$ cat src/rtl/fir_seq_ctrl.sv
// Sequential FIR controller: host pushes samples or loads coefficients, one MAC per cycle.
// Build option: define FIR_SATURATE_EN to saturate the result instead of wrapping it.
module fir_seq_ctrl #(
  parameter int NUM_REGS   = 8,
  parameter int DATA_WIDTH = 32
) (
  input  logic                        clk,
  input  logic                        rst,
  input  logic                        cmd_valid,
  output logic                        cmd_ready,
  input  logic [1:0]                  cmd_op,
  input  logic [$clog2(NUM_REGS)-1:0] cmd_idx,
  input  logic [DATA_WIDTH-1:0]       cmd_data,
  output logic                        res_valid,
  input  logic                        res_ready,
  output logic [DATA_WIDTH-1:0]       res_data,
  output logic                        busy
);

  localparam int IDX_W  = $clog2(NUM_REGS);
  localparam int PROD_W = 2 * DATA_WIDTH;
  localparam int ACC_W  = PROD_W + IDX_W;

  localparam logic [1:0] S_IDLE = 2'd0;
  localparam logic [1:0] S_MAC  = 2'd1;
  localparam logic [1:0] S_RESP = 2'd2;

  localparam logic [1:0] OP_PUSH  = 2'd0;
  localparam logic [1:0] OP_LOAD  = 2'd1;
  localparam logic [1:0] OP_CLEAR = 2'd2;

  localparam logic [IDX_W-1:0] TAP_LAST = IDX_W'(NUM_REGS - 1);

  logic [1:0]                   state;
  logic                         ready_en;
  logic [IDX_W-1:0]             tap;
  logic signed [ACC_W-1:0]      acc;
  logic signed [DATA_WIDTH-1:0] hist [NUM_REGS];
  logic signed [DATA_WIDTH-1:0] coef [NUM_REGS];
  logic signed [PROD_W-1:0]     prod;
  logic [DATA_WIDTH-1:0]        res_conv;
  logic                         accept;
  logic                         idx_ok;

  // cmd_ready is held low until the first edge after reset is released.
  assign cmd_ready = ready_en & (state == S_IDLE);
  assign busy      = (state != S_IDLE);
  assign accept    = cmd_valid & cmd_ready;
  assign idx_ok    = (32'(cmd_idx) < NUM_REGS);

  // Operands are widened first so the product keeps its sign and full width.
  assign prod = PROD_W'(hist[tap]) * PROD_W'(coef[tap]);

`ifdef FIR_SATURATE_EN
  localparam logic signed [ACC_W-1:0] SAT_MAX =
    {{(ACC_W-DATA_WIDTH+1){1'b0}}, {(DATA_WIDTH-1){1'b1}}};
  localparam logic signed [ACC_W-1:0] SAT_MIN =
    {{(ACC_W-DATA_WIDTH+1){1'b1}}, {(DATA_WIDTH-1){1'b0}}};

  // NOTE: every path assigns res_conv, so no latch is inferred.
  always_comb begin
    res_conv = acc[DATA_WIDTH-1:0];
    if (acc > SAT_MAX)
      res_conv = SAT_MAX[DATA_WIDTH-1:0];
    else if (acc < SAT_MIN)
      res_conv = SAT_MIN[DATA_WIDTH-1:0];
  end
`else
  assign res_conv = acc[DATA_WIDTH-1:0];
`endif

  // NOTE: history and coefficients are flop arrays that must read as zero after
  // reset, so they are cleared in the async reset branch rather than left as RAM.
  always_ff @(posedge clk or posedge rst) begin
    if (rst) begin
      state     <= S_IDLE;
      ready_en  <= 1'b0;
      tap       <= '0;
      acc       <= '0;
      res_valid <= 1'b0;
      res_data  <= '0;
      for (int k = 0; k < NUM_REGS; k++) begin
        hist[k] <= '0;
        coef[k] <= '0;
      end
    end else begin
      // NOTE: all state updates are non-blocking so the shift reads pre-edge values.
      ready_en <= 1'b1;
      case (state)
        S_IDLE: begin
          if (accept) begin
            case (cmd_op)
              OP_PUSH: begin
                for (int k = NUM_REGS - 1; k > 0; k--)
                  hist[k] <= hist[k-1];
                hist[0] <= cmd_data;
                acc     <= '0;
                tap     <= '0;
                state   <= S_MAC;
              end
              OP_LOAD: begin
                if (idx_ok)
                  coef[cmd_idx] <= cmd_data;
              end
              OP_CLEAR: begin
                for (int k = 0; k < NUM_REGS; k++)
                  hist[k] <= '0;
              end
              default: ;
            endcase
          end
        end
        S_MAC: begin
          acc <= acc + ACC_W'(prod);
          if (tap == TAP_LAST)
            state <= S_RESP;
          else
            tap <= tap + 1'b1;
        end
        S_RESP: begin
          // First RESP cycle registers the result; it then holds until consumed.
          if (!res_valid) begin
            res_valid <= 1'b1;
            res_data  <= res_conv;
          end else if (res_ready) begin
            res_valid <= 1'b0;
            state     <= S_IDLE;
          end
        end
        default: state <= S_IDLE;
      endcase
    end
  end

endmodule

$ cat config.mk
export PLATFORM = sky130hd
export DESIGN_NAME = fir_seq_ctrl
export DESIGN_NICKNAME = d
export VERILOG_FILES = /design/src/rtl/fir_seq_ctrl.sv
export SDC_FILE = /design/constraint.sdc
export NUM_CORES = 2
export LEC_CHECK = 0
export ABC_CLOCK_PERIOD_IN_PS = 27500
export BUFFER_PORTS_ARGS = -buffer_cell sky130_fd_sc_hd__buf_2
export CAP_MARGIN = 20
export CORE_UTILIZATION = 35
export DETAILED_ROUTE_END_ITERATION = 7
export SYNTH_ARGS = -nofsm -noshare
export SYNTH_HDL_FRONTEND = slang
export SYNTH_SLANG_ARGS = --single-unit
$ cat constraint.sdc
create_clock -name clk -period 27.5 [get_ports clk]
set_clock_uncertainty 0.1 [all_clocks]
set_input_delay 4.125 -clock clk [delete_from_list [all_inputs] [get_ports clk]]
set_output_delay 4.125 -clock clk [all_outputs]
set_load 0.05 [all_outputs]
==> metrics.txt <==
outcome=finished, violations left; violations in the final reports=DRC; PortBufs=75; share of cells above drive strength 1=0.178; Final Hold Viols=0; main combinational cell family by area after synthesis=adder cells; final period utilization=0.391; Period minus WS final=10.76 ns; Synth top cells by count=nand2_1 (718), dfrtp_1 (583), inv_1 (550); CP max FO=59; global-route wire length before repair=194000 um; Slew headroom=0.228; Syn Inst Count=4173; Hold WS=0.360 ns; CP startpoint=tap[1]; CP most frequent cell=fa_1; reg-to-reg startpoint=tap[1]; vias in the first global route=31200; die area=0.126 sq mm; FF-to-FF End=acc[31]; post-layout util=0.387; mux contribution to synthesized area=0.136; Post-DRT Antenna Nets=0; delay of the slowest critical-path stage=0.85 ns; library cells used by synthesis=73; WL met1=56300 um; Initial Util=0.354; Crit Path Class=reg -> reg; Fmax achieved=92.9 MHz; post-synth top area share=0.333; H-tree depth=3; post-DR vias/cell=5.16; complex-gate fraction of the synthesized area=0.0369; Overflow after GRT=0; CTS tree=yes; Routed wire per std cell=21.3 um; clk_lat worst skew=0.65 ns; drt first-iter violations=2707; YS warnings=0; largest cells by area after synthesis=dfrtp_1 (33%), fa_1 (20%), mux2_2 (8.1%); Simple-Gate Fraction of Synth Area=0.157; EDFF count, synth=0; Cell Area, Synth=0.0438 sq mm; setup TNS=0 ns; ys async rst share=1.00; clk sink count=583; Reg2Reg Setup Slack=16.74 ns; Row Count=129; Critical Path Sink=acc[31]; kind of end point of the critical path=flop; CTS clk-pin slew, worst paths=0.06 ns; GP Congestion=0.928; Synth Register Bits=583; total of max-cap violations=0; final wirelength=124000 um; Num CTS Buffers=69; Top Layer Used=met5; post_cts resized=0; top_reg_cell synth=dfrtp_1; DR pass1 iterations=7; RSZ-0062 raised after global routing=false; CP required=27.94 ns; Hold Crit Start=hist[28]; Worst Max-Slew Pin Slew=1.16 ns; final setup vio count=0; Critical-path top delay cell=buf_4; Avg Inst Size Synth=10.5 sq um; met2 WL=55200 um; Seq/Total Area, Yosys=0.333; R2R cell count=31; Syn Nets=4805; Setup Buffers After CTS=0; Core Region=0.124 sq mm; initial antenna violation count=7; root buffer cell=clkbuf_16; maximum clock insertion buffer count=3; XOR/XNOR share of the synthesized area=0.0169; most frequent cell after synthesis=nand2_1; Final Max Tran Viols=0; I/O pin count=76; largest net degree at the start of global routing=153; die height=356 um; cts hold-fix bufs=0; Layout Nets=4779; Adder-Cell Fraction of Synth Area=0.244; hpwl dp=84600 um; worst hold path class=reg -> reg; Area Overhead vs Synth=9.55%; die width=356 um; critical path launch point type=flop; cell taking the most area after synthesis=dfrtp_1; DR WL met3=9450 um; All-Layer GR Usage=0.200; crit path DAT=11.20 ns; DRC=28; Vias=30100
## critical path, delay by kind of cell (launching register included)
family          cells  cell delay, ns
fa+ha+maj           9            4.06
simple gates        3            0.64
compound gates     10            2.97
flops               1            0.75
xor+xnor            1            0.15
buf+inv             8            1.88
## through the flow
step	setup WS [ns]	cells	instance area (sq um)
finish	16.74	5838	48000
global placement	16.96	5711	45600
global route	16.17	5837	47900
floorplan	6.96	4173	43800
detailed placement	16.80	5712	45600
CTS	16.77	5836	47900
## how the worst min path moves through the flow
stage / slack (ns) / cells past startpoint / endpoint
6_report: 0.36 / 2 / hist[28]
5_1_grt: 0.39 / 2 / hist[28]
4_1_cts: 0.36 / 2 / hist[28]
3_5_place_dp: 0.35 / 2 / hist[28]
3_3_place_gp: 0.35 / 2 / hist[14]
2_1_floorplan: 0.33 / 2 / hist[13]
## metal layers
layer / vias up / GRT usage
li1: 13300 / -
met1: 15500 / 0.285
met2: 1049 / 0.305
met3: 212 / 0.0430
met4: 10 / 0.0593
met5: - / 0
## cells by family (layout without fill, tap and decap cells)
family | after synthesis | in the layout
AO/OA/AOI/OAI | 211 | 211
XOR/XNOR | 81 | 81
adder cells (fa/ha/maj) | 591 | 591
buffers and inverters | 796 | 823
flip-flops | 583 | 583
multiplexers | 455 | 455
other | 1 | 2
AND/OR/NAND/NOR | 1455 | 1455
## registers in the layout, indices dropped and copies added, names as in the netlist
| register | count |
|---|---|
| coef | 256 |
| hist | 256 |
| acc | 32 |
| res_data | 32 |
| tap | 3 |
| state | 2 |
| ready_en | 1 |
| res_valid | 1 |
## cells in the final DEF (no fill, tap or decap), types with 9 or more instances in the layout
cell type / n
o21ai_0: 33
fa_1: 438
nor2_1: 308
clkbuf_1: 17
mux2_2: 313
buf_4: 68
nand2_1: 717
mux4_2: 70
a22oi_1: 23
mux2_1: 9
xnor2_1: 64
a221oi_1: 15
nand3b_1: 260
dfrtp_1: 580
buf_2: 74
nor2b_1: 15
and2_1: 14
clkbuf_16: 69
a22o_1: 15
a21o_1: 11
nand2b_1: 54
clkinv_2: 13
ha_1: 153
mux2i_1: 49
clkbuf_8: 11
xor2_1: 14
inv_1: 548
a21oi_1: 26
or2_2: 45
## layout make-up
cell class | instances | area [sq um]
antenna | 1 | 2.50
clock buffer | 97 | 1940
clock inverter | 27 | 358
fill | 12100 | 75800
inverter | 553 | 2080
multi-input combinational | 2794 | 26000
sequential | 583 | 14600
tap | 1637 | 2050
timing repair buffer | 146 | 952
Power is left out: the tool's default activity adds up to more than one toggle a clock period on the data nets, which glitch-free logic cannot reach.
